### src/rtl/vx_hw_itr_ctrl_pkg.sv
// rtl/vx_hw_itr_ctrl_pkg.sv - shared types and CSR map for the hardware interrupt controller
package vx_hw_itr_ctrl_pkg;

  typedef enum logic [1:0] {
    ITR_IDLE   = 2'd0,
    ITR_REQ    = 2'd1,
    ITR_ACTIVE = 2'd2
  } itr_state_t;

  // BEGIN must stay 8-aligned: the register offset is taken straight from addr[2:0].
  localparam logic [11:0] HW_ITR_CTRL_BEGIN = 12'h7C0;
  localparam logic [11:0] HW_ITR_CTRL_END   = 12'h7C8;

  localparam logic [2:0] OFF_CTRL    = 3'd0;
  localparam logic [2:0] OFF_ENABLE  = 3'd1;
  localparam logic [2:0] OFF_PENDING = 3'd2;
  localparam logic [2:0] OFF_CAUSE   = 3'd3;
  localparam logic [2:0] OFF_TARGET  = 3'd4;
  localparam logic [2:0] OFF_HANDLER = 3'd5;
  localparam logic [2:0] OFF_EOI     = 3'd6;
  localparam logic [2:0] OFF_RAISE   = 3'd7;

  function automatic logic in_window(input logic [11:0] addr);
    return (addr >= HW_ITR_CTRL_BEGIN) && (addr < HW_ITR_CTRL_END);
  endfunction

endpackage

### src/rtl/vx_hw_itr_ctrl_prio.sv
// rtl/vx_hw_itr_ctrl_prio.sv - lowest-index-wins priority encoder
module vx_hw_itr_ctrl_prio #(
  parameter int N = 8,
  parameter int W = 3
) (
  input  logic [N-1:0] i_data,
  output logic [W-1:0] o_index,
  output logic         o_valid
);

  always_comb begin
    o_index = '0;
    for (int i = N - 1; i >= 0; i--) begin
      if (i_data[i]) o_index = W'(i);
    end
  end

  assign o_valid = |i_data;

endmodule

### src/rtl/vx_hw_itr_ctrl.sv
// rtl/vx_hw_itr_ctrl.sv - per-core interrupt controller: pending latch, priority pick, delivery FSM
module vx_hw_itr_ctrl
  import vx_hw_itr_ctrl_pkg::*;
#(
  parameter int NUM_LANES = 1,
  parameter int WARP_CNT  = 4,
  parameter int NUM_SRCS  = 8,
  parameter int XLEN      = 32,
  parameter int SRC_BITS  = (NUM_SRCS > 1) ? $clog2(NUM_SRCS) : 1,
  parameter int WID_BITS  = (WARP_CNT > 1) ? $clog2(WARP_CNT) : 1
) (
  input  logic                      i_clk,
  input  logic                      i_reset,
  input  logic                      i_read_enable,
  input  logic [11:0]               i_read_addr,
  output logic [NUM_LANES*32-1:0]   o_read_data,
  input  logic                      i_write_enable,
  input  logic [11:0]               i_write_addr,
  input  logic [NUM_LANES*32-1:0]   i_write_data,
  input  logic [NUM_SRCS-1:0]       i_irq_in,
  output logic                      o_itr_valid,
  output logic [WID_BITS-1:0]       o_itr_wid,
  output logic [XLEN-1:0]           o_itr_pc,
  output logic [SRC_BITS-1:0]       o_itr_cause,
  input  logic                      i_itr_ready
);

  logic                r_gie;
  logic [NUM_SRCS-1:0] r_enable;
  logic [NUM_SRCS-1:0] r_pending;
  logic [NUM_SRCS-1:0] r_irq_prev;
  logic [WID_BITS-1:0] r_target;
  logic [31:0]         r_handler;
  itr_state_t          r_state;
  logic                r_valid;
  logic [WID_BITS-1:0] r_wid;
  logic [31:0]         r_pc;
  logic [SRC_BITS-1:0] r_cause;

  logic                w_unused;
  logic                w_wr_hit;
  logic [2:0]          w_woff;
  logic [31:0]         w_wdata;
  logic [NUM_SRCS-1:0] w_rise;
  logic [NUM_SRCS-1:0] w_set;
  logic [NUM_SRCS-1:0] w_w1c;
  logic [NUM_SRCS-1:0] w_deliver;
  logic [NUM_SRCS-1:0] w_pending_nxt;
  logic [SRC_BITS-1:0] w_idx;
  logic                w_any;
  logic                w_fire;
  logic [31:0]         w_rdata;

  assign w_unused = ^{i_read_enable, i_write_data};
  assign w_wr_hit = i_write_enable && in_window(i_write_addr);
  assign w_woff   = i_write_addr[2:0];
  assign w_wdata  = i_write_data[31:0];

  assign w_rise = i_irq_in & ~r_irq_prev;
  assign w_set  = w_rise | ((w_wr_hit && w_woff == OFF_RAISE) ? w_wdata[NUM_SRCS-1:0] : '0);
  assign w_w1c  = (w_wr_hit && w_woff == OFF_PENDING) ? w_wdata[NUM_SRCS-1:0] : '0;

  vx_hw_itr_ctrl_prio #(
    .N (NUM_SRCS),
    .W (SRC_BITS)
  ) u_prio (
    .i_data  (r_pending & r_enable),
    .o_index (w_idx),
    .o_valid (w_any)
  );

  assign w_fire    = (r_state == ITR_IDLE) && r_gie && w_any;
  assign w_deliver = w_fire ? (NUM_SRCS'(1) << w_idx) : '0;
  // A new set beats W1C; the delivery clear beats everything, dropping a coincident edge.
  assign w_pending_nxt = ((r_pending | w_set) & ~(w_w1c & ~w_set)) & ~w_deliver;

  always_ff @(posedge i_clk) begin
    if (i_reset) begin
      r_gie      <= 1'b0;
      r_enable   <= '0;
      r_pending  <= '0;
      r_irq_prev <= '0;
      r_target   <= '0;
      r_handler  <= '0;
      r_state    <= ITR_IDLE;
      r_valid    <= 1'b0;
      r_wid      <= '0;
      r_pc       <= '0;
      r_cause    <= '0;
    end else begin
      r_irq_prev <= i_irq_in;
      r_pending  <= w_pending_nxt;
      if (w_wr_hit && w_woff == OFF_CTRL)    r_gie     <= w_wdata[0];
      if (w_wr_hit && w_woff == OFF_ENABLE)  r_enable  <= w_wdata[NUM_SRCS-1:0];
      if (w_wr_hit && w_woff == OFF_TARGET)  r_target  <= w_wdata[WID_BITS-1:0];
      if (w_wr_hit && w_woff == OFF_HANDLER) r_handler <= w_wdata;
      case (r_state)
        ITR_IDLE: begin
          if (w_fire) begin
            r_cause <= w_idx;
            r_wid   <= r_target;
            r_pc    <= r_handler;
            r_valid <= 1'b1;
            r_state <= ITR_REQ;
          end
        end
        ITR_REQ: begin
          if (i_itr_ready) begin
            r_valid <= 1'b0;
            r_state <= ITR_ACTIVE;
          end
        end
        ITR_ACTIVE: begin
          if (w_wr_hit && w_woff == OFF_EOI) r_state <= ITR_IDLE;
        end
        default: begin
          r_valid <= 1'b0;
          r_state <= ITR_IDLE;
        end
      endcase
    end
  end

  always_comb begin
    w_rdata = '0;
    if (in_window(i_read_addr)) begin
      case (i_read_addr[2:0])
        OFF_CTRL:    w_rdata[0] = r_gie;
        OFF_ENABLE:  w_rdata[NUM_SRCS-1:0] = r_enable;
        OFF_PENDING: w_rdata[NUM_SRCS-1:0] = r_pending;
        OFF_CAUSE: begin
          w_rdata[31]           = (r_state == ITR_ACTIVE);
          w_rdata[SRC_BITS-1:0] = r_cause;
        end
        OFF_TARGET:  w_rdata[WID_BITS-1:0] = r_target;
        OFF_HANDLER: w_rdata = r_handler;
        default:     w_rdata = '0;
      endcase
    end
  end

  assign o_read_data = {NUM_LANES{w_rdata}};
  assign o_itr_valid = r_valid;
  assign o_itr_wid   = r_wid;
  assign o_itr_pc    = XLEN'(r_pc);
  assign o_itr_cause = r_cause;

endmodule

### config.mk
export PLATFORM = sky130hd
export DESIGN_NAME = vx_hw_itr_ctrl
export DESIGN_NICKNAME = d
export VERILOG_FILES = /design/src/rtl/vx_hw_itr_ctrl_pkg.sv /design/src/rtl/vx_hw_itr_ctrl_prio.sv /design/src/rtl/vx_hw_itr_ctrl.sv
export SDC_FILE = /design/constraint.sdc
export NUM_CORES = 1
export LEC_CHECK = 0
export ABC_AREA = 1
export ABC_CLOCK_PERIOD_IN_PS = 2700
export BUFFER_PORTS_ARGS = -buffer_cell sky130_fd_sc_hd__buf_2
export CORE_MARGIN = 10
export CORE_UTILIZATION = 40
export DETAILED_ROUTE_END_ITERATION = 10
export HOLD_SLACK_MARGIN = 0.06
export PLACE_DENSITY = 0.64
export SKIP_CTS_REPAIR_TIMING = 1
export SYNTH_ARGS = -nofsm -noshare
export SYNTH_HDL_FRONTEND = slang
export SYNTH_SLANG_ARGS = --single-unit
### constraint.sdc
create_clock -name i_clk -period 2.7 [get_ports i_clk]
set_input_delay 0.405 -clock i_clk [delete_from_list [all_inputs] [get_ports i_clk]]
set_output_delay 0.405 -clock i_clk [all_outputs]
set_load 0.03 [all_outputs]
==> results of run 1 <==
Yosys cell counts, drive strengths merged, types with 2 or more instances:
cell type	instances
nor2	185
nand2	107
dfxtp	99
o21ai	83
inv	47
nor3	36
a21oi	24
clkbuf	20
buf	12
nand3	11
nand4	7
a31oi	6
or2	3
nor4	2
o21bai	2
flip-flops by register name, summed over array words and instances, names as in the netlist:
signal       flops
o_itr_cause      3
r_handler       32
r_irq_prev       8
r_gie            1
o_itr_valid      1
r_state          2
r_enable         8
r_target         2
o_itr_pc        32
o_itr_wid        2
r_pending        8
per-layer routing:
layer	GRT usage, %	vias to the layer above	routed length, um
met5	0	-	7
met4	6.100	2	216
met3	4.298	22	898
met2	26.83	131	5967
met1	21.08	2003	6221
li1	-	2341	-
worst reg2reg max path, cell delays in order (launching register included):
cell and delay (ps):
dfxtp_1 390, nand2_1 110, nand2_1 90, nor2_1 70, nand2_1 60, nand2_1 60, inv_1 380, nand2_1 230
o21ai_0 250, nor2_1 70
kinds of logic after synthesis:
logic type,synth area share [%]
buffers and inverters,7.331
DFF,45.36
and+or+nand+nor,33.10
AOI/OAI and AO/OA,14.20
power breakdown:
part | internal, mW | total [mW] | switching, mW
sequential | 1.47 | 1.49 | 0.0106
clock | 0.523 | 1.03 | 0.510
combinational | 0.0687 | 0.176 | 0.107
total | 2.07 | 2.69 | 0.627
layout make-up:
cell class / count / area share, %
Clock inverter: 4 / 1.393
Timing Repair Buffer: 147 / 14.35
Tap cell: 140 / 3.251
Multi-Input combinational cell: 471 / 38.40
Sequential cell: 99 / 36.78
Clock buffer: 12 / 2.508
Antenna cell: 1 / 0.04644
Inverter: 47 / 3.274
how the worst max path moves through the flow:
stage / end / slack [ps] / depth (start not counted) / from
after detailed placement: o_read_data[31] / 460 / 8 / i_read_addr[1]
after global placement: o_read_data[5] / 460 / 7 / i_read_addr[5]
final: o_read_data[5] / 480 / 7 / i_read_addr[5]
after floorplan: o_read_data[4] / 690 / 5 / i_read_addr[2]
after global routing: o_read_data[0] / 320 / 9 / i_read_addr[1]
after CTS: o_read_data[5] / 450 / 7 / i_read_addr[5]
stage by stage:
step | cells | setup slack, ps | util, % | hold WS, ps | cell area, um2
2_1_floorplan | 649 | 685.7 | - | 447.2 | 4369
3_3_place_gp | 904 | 461.4 | 48.17 | 456.8 | 5176
3_5_place_dp | 904 | 456.6 | 48.17 | 465.5 | 5176
4_1_cts | 920 | 452.5 | 50.13 | 237.9 | 5386
5_1_grt | 920 | 315.1 | 50.13 | 254.7 | 5386
6_report | 921 | 476.6 | 50.15 | 239.8 | 5389
==> results.yml, run 1 <==
synth:
  ys_seq_elements: 99
  ys_warn_count: 0
  syn_area_um2: 4369
  netlist.area_leader.share_pct: 45.36
  yosys-top-cells-area: "dfxtp_1 45%, nor2_1 16%, nand2_1 9.0%"
  ys_types: 29
  synth-edff-count: 0
  syn-num-nets: 718
  yosysTopAreaCell: "dfxtp_1"
  yosysSeqAreaShare_pct: 45.36
  ys.flop_type: "dfxtp_1"
  syn_avg_cell_area_um2: 6.732
  async_flop_share_pct: 0
  synth_cells: 649
timing:
  slew_headroom_pct: 60.50
  tightest_slew_ps: 589.4
  rsz0062_at_grt: "false"
  maxSlewViolCount: 0
  setup_tns_ps: 0
  setup_viol: 0
  fmaxAchievable_ghz: 0.4498
  hold_violations: 0
  min_period_ps: 2223
  period_share_pct: 82.35
  fin_skew_ps: 5.669
setup_path:
  critPathKind: "in2out"
  crit_fanout: 3
  r2r_start: "r_pending[0]"
  cp_slowest_cell: "nor4_1"
  crit_family: "simple AND/OR/NAND/NOR gates"
  worst_setup_path_end_kind: "output port"
  rr_worst_depth: 9
  regToRegEndpoint: "r_pending[7]"
  slowest_delay_ps: 430
  reg2reg_slack_ps: 890
  cp.required_ps: 2300
  crit_top_cell: "buf_2"
  cp.arrival_ps: 1820
  crit_path_start_kind: "input pin"
  critPathBufInv: 3
  crit_chain: "buf_2 -> inv_1 -> nand3_1 -> nor4_1 -> o21ai_0 -> a31oi_1 -> buf_2"
floorplanning:
  fp.dieW_um: 124.5
  die_y_um: 124.5
  ios: 139
  start_util_pct: 40.66
  dieArea_um2: 15500
  core-area_um2: 10750
  row_count: 38
placement:
  dp_hpwl_mm: 9.783
  gp_congestion: 0.8517
  numPortBuffers: 137
clocking:
  numCtsBuffers: 9
  cts.clk_slew.worst_paths_ps: 90
  clk_latency_ps: 370
  cts_root_buffer: "clkbuf_8"
  htreeDepth: 3
  clockBufferDepth: 2
  clkSinkCount: 99
  cts_tree: "yes"
pwr:
  irDropWorstVdd_uv: 337.9
  power_density_nw_per_um2: 499.9
  p_total_mw: 2.694
  p_leak_nw: 2.528
cells_and_area:
  final_common_cell: "nor2_1"
  multiInputGateArea_um2: 2069
  layout-drive-gt1-share_pct: 22.05
  final_nets: 844
  area_growth_pct: 23.34
  ff_latch_area_um2: 1982
  most-common-layout-cells: "181 x nor2_1, 137 x buf_2, 105 x nand2_1"
  fillers: 1129
hold_path:
  hp-start: "i_irq_in[3]"
  hold_path_class: "in2reg"
  hold_depth: 3
  min_to: "r_irq_prev[3]"
route:
  drc: 0
  first_iter_violations: 319
  viasPerCell: 4.885
  detail-route-antenna-nets: 0
  vias: 4499
  routedWlPerCell_um: 14.45
  dr.pass1.iters: 4
  wirelength_mm: 13.31
grt:
  grt_use_total_pct: 16.72
  antenna_found_initial: 2
  grt_overflow: 0
  grt_pass1_vias: 4346
  grt_max_degree: 88
  grt_pass1_wl_mm: 21.77
run:
  cap_violations: 0
outcome:
  status: "finished, final reports clean"
No activity file was read; power rests on OpenSTA's default activity.
==> run 2, diff against run 1 <==
--- a/config.mk
+++ b/config.mk
@@ -6,7 +6,7 @@
 export NUM_CORES = 1
 export LEC_CHECK = 0
 export ABC_AREA = 1
-export ABC_CLOCK_PERIOD_IN_PS = 2700
+export ABC_CLOCK_PERIOD_IN_PS = 2300
 export BUFFER_PORTS_ARGS = -buffer_cell sky130_fd_sc_hd__buf_2
 export CORE_MARGIN = 10
 export CORE_UTILIZATION = 40
==> constraint.sdc (replaced) <==
create_clock -name i_clk -period 2.3 [get_ports i_clk]
set_input_delay 0.345 -clock i_clk [delete_from_list [all_inputs] [get_ports i_clk]]
set_output_delay 0.345 -clock i_clk [all_outputs]
set_load 0.03 [all_outputs]
==> run 2 against run 1 <==
  * Die area stayed put
  * Wire length hardly changed
  * Total power is 9.6% higher
  * Critical path type unchanged
  * Sequential power is 17% higher
  * Sequential share of layout area is 0.21 points higher
  * First-iteration DRC count is 8.5% lower
  * Design area is 0.58% lower
  * Clock skew is 4.6 ps higher
==> results.yml, run 2 (synthesis results as in run 1) <==
setup_path:
  worst_setup_path_end_kind: "output port"
  crit_start: "i_read_addr[5]"
  crit_fanout: 3
  r2r_start: "r_pending[0]"
  crit_chain: "buf_2 -> inv_1 -> nand3_1 -> nor4_1 -> o21ai_0 -> a31oi_1 -> buf_2"
  cp_slowest_cell: "nor4_1"
  cp.required_ps: 1960
  crit_top_cell: "buf_2"
  cp-endpoint: "o_read_data[5]"
  critPathBufInv: 3
  critPathKind: "in2out"
  cp.arrival_ps: 1770
  crit_path_start_kind: "input pin"
  crit_family: "compound AO/OA/AOI/OAI gates"
  cp_num_cells: 7
  reg2reg_slack_ps: 720
  regToRegEndpoint: "o_itr_valid"
  slowest_delay_ps: 430
  rr_worst_depth: 10
timing:
  setup_viol: 0
  tightest_slew_ps: 673.1
  slew_headroom_pct: 55.02
  rsz0062_at_grt: "false"
  hold_violations: 0
  min_period_ps: 2120
  fin_skew_ps: 10.29
  holdWs_ps: 188.3
  maxSlewViolCount: 0
  period_share_pct: 92.17
  setup_tns_ps: 0
  fmaxAchievable_ghz: 0.4717
clocking:
  numCtsBuffers: 9
  cts.clk_slew.worst_paths_ps: 90
  htreeDepth: 3
  clkSinkCount: 99
  cts_tree: "yes"
  clockBufferDepth: 2
  cts_root_buffer: "clkbuf_8"
  clk_latency_ps: 370
floorplanning:
  die_y_um: 124.5
  fp.dieW_um: 124.5
  dieArea_um2: 15500
  ios: 139
  row_count: 38
  core-area_um2: 10750
  start_util_pct: 40.66
cells_and_area:
  final_util_pct: 49.86
  multiInputGateArea_um2: 2069
  area_growth_pct: 22.62
  final_common_cell: "nor2_1"
  layout-drive-gt1-share_pct: 22.01
  ff_latch_area_um2: 1982
  final_nets: 842
  fillers: 1136
  most-common-layout-cells: "181 x nor2_1, 137 x buf_2, 105 x nand2_1"
route:
  dr.pass1.iters: 5
  vias: 4568
  first_iter_violations: 292
  drc: 0
  routedWlPerCell_um: 14.51
  viasPerCell: 4.976
  detail-route-antenna-nets: 0
  wirelength_mm: 13.32
placement:
  gp_congestion: 0.8813
  numPortBuffers: 137
  dp_hpwl_mm: 9.821
outcome:
  status: "finished, final reports clean"
run:
  cap_violations: 0
grt:
  grt_pass1_wl_mm: 21.73
  antenna_found_initial: 2
  grt_max_degree: 67
  grt_pass1_vias: 4398
  grt_overflow: 0
  grt_use_total_pct: 16.64
pwr:
  p_total_mw: 2.952
  irDropWorstVdd_uv: 305.6
  power_density_nw_per_um2: 551.0
  p_leak_nw: 2.516
hold_path:
  hold_path_class: "in2reg"
==> run 2: cell count changes in the layout (fill, tap and decap cells not counted), sizes merged <==
cell / before / now
clkinvlp: 2 / 0
clkinv: 0 / 4
clkbuf: 12 / 11
bufinv: 2 / 0
buf: 147 / 145
==> run 2: metrics by stage <==
step | cell area (um2) | std cells | setup WS (ps)
floorplan | 4369 | 649 | 405.7
global placement | 5186 | 902 | 219.9
detailed placement | 5186 | 902 | 189.9
CTS | 5355 | 917 | 185.1
global route | 5355 | 917 | 143.5
finish | 5358 | 918 | 180.1
==> run 2: where the power goes <==
| group | total [mW] | switching, mW | internal (mW) | leakage [nW] |
|---|---|---|---|---|
| clock | 1.00 | 0.584 | 0.418 | 0.0891 |
| combinational | 0.207 | 0.126 | 0.0814 | 1.63 |
| sequential | 1.74 | 0.0121 | 1.73 | 0.802 |
==> run 2: how the worst min path moves through the flow <==
stage	from	cells past startpoint	endpoint	slack, ps
finish	i_irq_in[6]	3	r_irq_prev[6]	190
global route	i_irq_in[0]	3	r_irq_prev[0]	180
CTS	i_irq_in[0]	3	r_irq_prev[0]	180
detailed placement	o_itr_valid	2	o_itr_valid	450
global placement	o_itr_pc[12]	2	o_itr_pc[12]	460
floorplan	i_reset	1	r_state[0]	410
==> run 2: final cells by class <==
class	count	share of cell area, %
diodes	1	0.04671
well taps	140	3.269
clock inverters	4	0.5138
inverters	47	3.293
repair buffers	145	14.62
multi-input cells	471	38.63
flip-flops and latches	99	36.99
clock buffers	11	2.639
==> run 2: worst min-delay path, stage by stage <==
cell,delay (ps)
buf_2,80
inv_1,40
nor2_1,60
==> run 2: metal layers <==
layer	up-vias	wire (um)	track usage [%]
li1	2336	-	-
met5	-	7	0
met1	2069	6230	20.74
met4	2	185	4.935
met2	146	5991	26.86
met3	15	902	5.191
==> run 3, diff against run 2 <==
--- a/config.mk
+++ b/config.mk
@@ -5,7 +5,6 @@
 export SDC_FILE = /design/constraint.sdc
 export NUM_CORES = 1
 export LEC_CHECK = 0
-export ABC_AREA = 1
 export ABC_CLOCK_PERIOD_IN_PS = 2300
 export BUFFER_PORTS_ARGS = -buffer_cell sky130_fd_sc_hd__buf_2
 export CORE_MARGIN = 10
==> run 3 against run 2 <==
  * Via count shrank 2.6%
  * Setup slack worse by 54 ps
  * Core utilization rose by 1.3 points
  * Maximum frequency is 2.5% lower
  * Sequential power barely moved
  * Global-route usage rose by 0.35 points
  * Synthesized cell count down 15%
  * Clock-buffer cell count fell by 1
  * Clock skew is 4.2 ps lower
  * Non-clock buffer count grew 10
  * Worst hold slack improved by 41 ps
==> results.yml, run 3 <==
grt:
  gr-usage-met3_pct: 6.039
  grt_pass1_vias: 4516
  antenna_found_initial: 0
  grt_max_degree: 89
  grtUsageMet2_pct: 27.07
  grt_use_total_pct: 16.99
  grt_overflow: 0
  met1_usage_pct: 20.89
  grt_pass1_wl_mm: 22.74
  busiest_layer: "met2"
setup_path:
  crit_chain: "buf_2 -> nand4b_1 -> or4_4 -> nor2_4 -> buf_12 -> and2_1 -> buf_2"
  crit_path_start_kind: "input pin"
  slowest_delay_ps: 580
  crit_top_cell: "buf_2"
  crit_fanout: 23
  cp.arrival_ps: 1830
  reg2reg_slack_ps: 510
  regToRegEndpoint: "o_itr_pc[21]"
  crit_family: "simple AND/OR/NAND/NOR gates"
  cp.required_ps: 1960
  rr_worst_depth: 5
  worst_setup_path_end_kind: "output port"
  critPathKind: "in2out"
  cp_slowest_cell: "or4_4"
  cp_num_cells: 7
  r2r_start: "r_pending[1]"
  critPathBufInv: 3
synth:
  synth_most_common_cell: "dfxtp_1"
  ys_warn_count: 0
  synth-edff-count: 0
  syn-num-nets: 623
  yosys-top-cells-area: "dfxtp_1 44%, a21oi_1 7.5%, nand2_1 5.5%"
  syn_avg_cell_area_um2: 8.201
  yosysTopAreaCell: "dfxtp_1"
  synth_cells: 554
  synth_common_cells: "99 x dfxtp_1, 68 x a21oi_1, 67 x nand2_1, 39 x o21ai_0, 37 x nand3_1"
  ys.flop_type: "dfxtp_1"
  async_flop_share_pct: 0
  ys_types: 59
  ys_seq_elements: 99
  syn_area_um2: 4543
  yosysSeqAreaShare_pct: 43.62
  netlist.area_leader.share_pct: 43.62
cells_and_area:
  final_cell_count_no_fill: 818
  antenna_cells: 0
  layout-drive-gt1-share_pct: 26.40
  final_util_pct: 51.20
  final_common_cell: "buf_2"
  final_nets: 745
  most-common-layout-cells: "137 x buf_2, 99 x dfxtp_1, 68 x a21oi_1"
  area_growth_pct: 23.77
floorplanning:
  core-area_um2: 10980
  fp.dieW_um: 126.6
  die_y_um: 126.6
  row_count: 38
  start_util_pct: 41.36
  dieArea_um2: 16020
  ios: 139
placement:
  dp_slack_ps: -16.09
  gp_congestion: 0.8942
  dp.cells: 805
  numPortBuffers: 137
  dp_hpwl_mm: 10.28
pwr:
  irDropWorstVdd_uv: 308.4
  sw_frac_of_total_pct: 21.72
  p_sw_mw: 0.7334
  p_clk_share_pct: 42.3
  p_total_mw: 3.376
  p_seq_share_pct: 51.9
  p_comb_share_pct: 5.8
  power_density_nw_per_um2: 600.4
  p_leak_nw: 2.402
  p_int_mw: 2.643
timing:
  fin_ws_ps: 125.9
  setup_viol: 0
  min_period_ps: 2174
  slew_headroom_pct: 62.41
  rsz0062_at_grt: "false"
  fin_skew_ps: 6.058
  tightest_slew_ps: 558.7
  maxSlewViolCount: 0
  period_share_pct: 94.53
  holdWs_ps: 229.1
  hold_violations: 0
  fmaxAchievable_ghz: 0.4600
route:
  first_iter_violations: 355
  drc: 0
  routedWlPerCell_um: 17.12
  viasPerCell: 5.441
  dr.pass1.iters: 5
  vias: 4451
  wirelength_mm: 14.00
  detail-route-antenna-nets: 0
hold_path:
  hold_depth: 3
  hold_path_class: "in2reg"
  min_to: "r_irq_prev[5]"
  hp-start: "i_irq_in[5]"
clocking:
  clkSinkCount: 99
  numCtsBuffers: 9
  clk_latency_ps: 340
  cts_tree: "yes"
  clockBufferDepth: 2
  cts.clk_slew.worst_paths_ps: 60
  cts_root_buffer: "clkbuf_16"
  htreeDepth: 3
run:
  cap_violations: 0
outcome:
  status: "finished, final reports clean"
## run 3: changes by cell type after synthesis, moves of 5 or more
cell	before	now
o21ai_1	32	4
nor2b_1	0	9
mux2i_1	0	25
nand2_1	105	67
nand3_1	11	37
nor3b_1	0	5
a21oi_1	24	68
nor2_1	182	35
and2_1	0	25
inv_1	46	14
nand2b_1	0	6
o21ai_0	51	39
nor3_1	35	4
## run 3: cell type report
cell class              instances  area, um2
multi-input cells             396       2280
well taps                     140      175.2
fillers                      1073       5360
flip-flops and latches         99       1982
clock inverters                 3      42.54
clock buffers                  10      229.0
inverters                      15      56.30
repair buffers                155      858.3
## run 3: worst max-delay path by stage
stage / startpoint / to / slack (ps)
detailed placement: i_read_addr[3] / o_read_data[28] / -20
CTS: i_read_addr[3] / o_read_data[28] / -20
global route: i_read_addr[3] / o_read_data[21] / 50
floorplan: i_read_addr[3] / o_read_data[31] / 90
global placement: i_read_addr[3] / o_read_data[9] / 40
finish: i_read_addr[3] / o_read_data[22] / 130
## run 3: through the flow
stage | instance area, um2 | setup TNS (ps)
final | 5623 | 0
after global routing | 5623 | 0
after CTS | 5619 | -73.97
after detailed placement | 5348 | -58.63
after global placement | 5348 | 0
after floorplan | 4543 | 0
## run 3: logic make-up (layout without fill, tap and decap cells)
family,count (synthesis),after routing,share of synthesized area [%]
flops,99,99,43.62
compound gates,149,149,18.98
simple gates,220,220,25.01
buf+inv,59,183,6.389
mux,27,27,6.004
## run 3: power by group through the flow
stage	logic [mW]	clock network (mW)	registers, mW
global placement	0.189	0	1.79
finish	0.197	1.43	1.75
floorplan	0.104	0	1.78
global route	0.217	1.52	1.75
detailed placement	0.195	0	1.79
CTS	0.196	1.46	1.75
## run 3: layer usage
metal  vias to the layer above  wire length [um]
met2                       156              6273
met3                        29              1113
met1                      2082              6310
li1                       2184                 -
met4                         0               303
met5                         -                 0
## run 3: tightest hold or removal path: stages
cell,delay [ps]
buf_2,70
inv_1,40
nor2_1,80
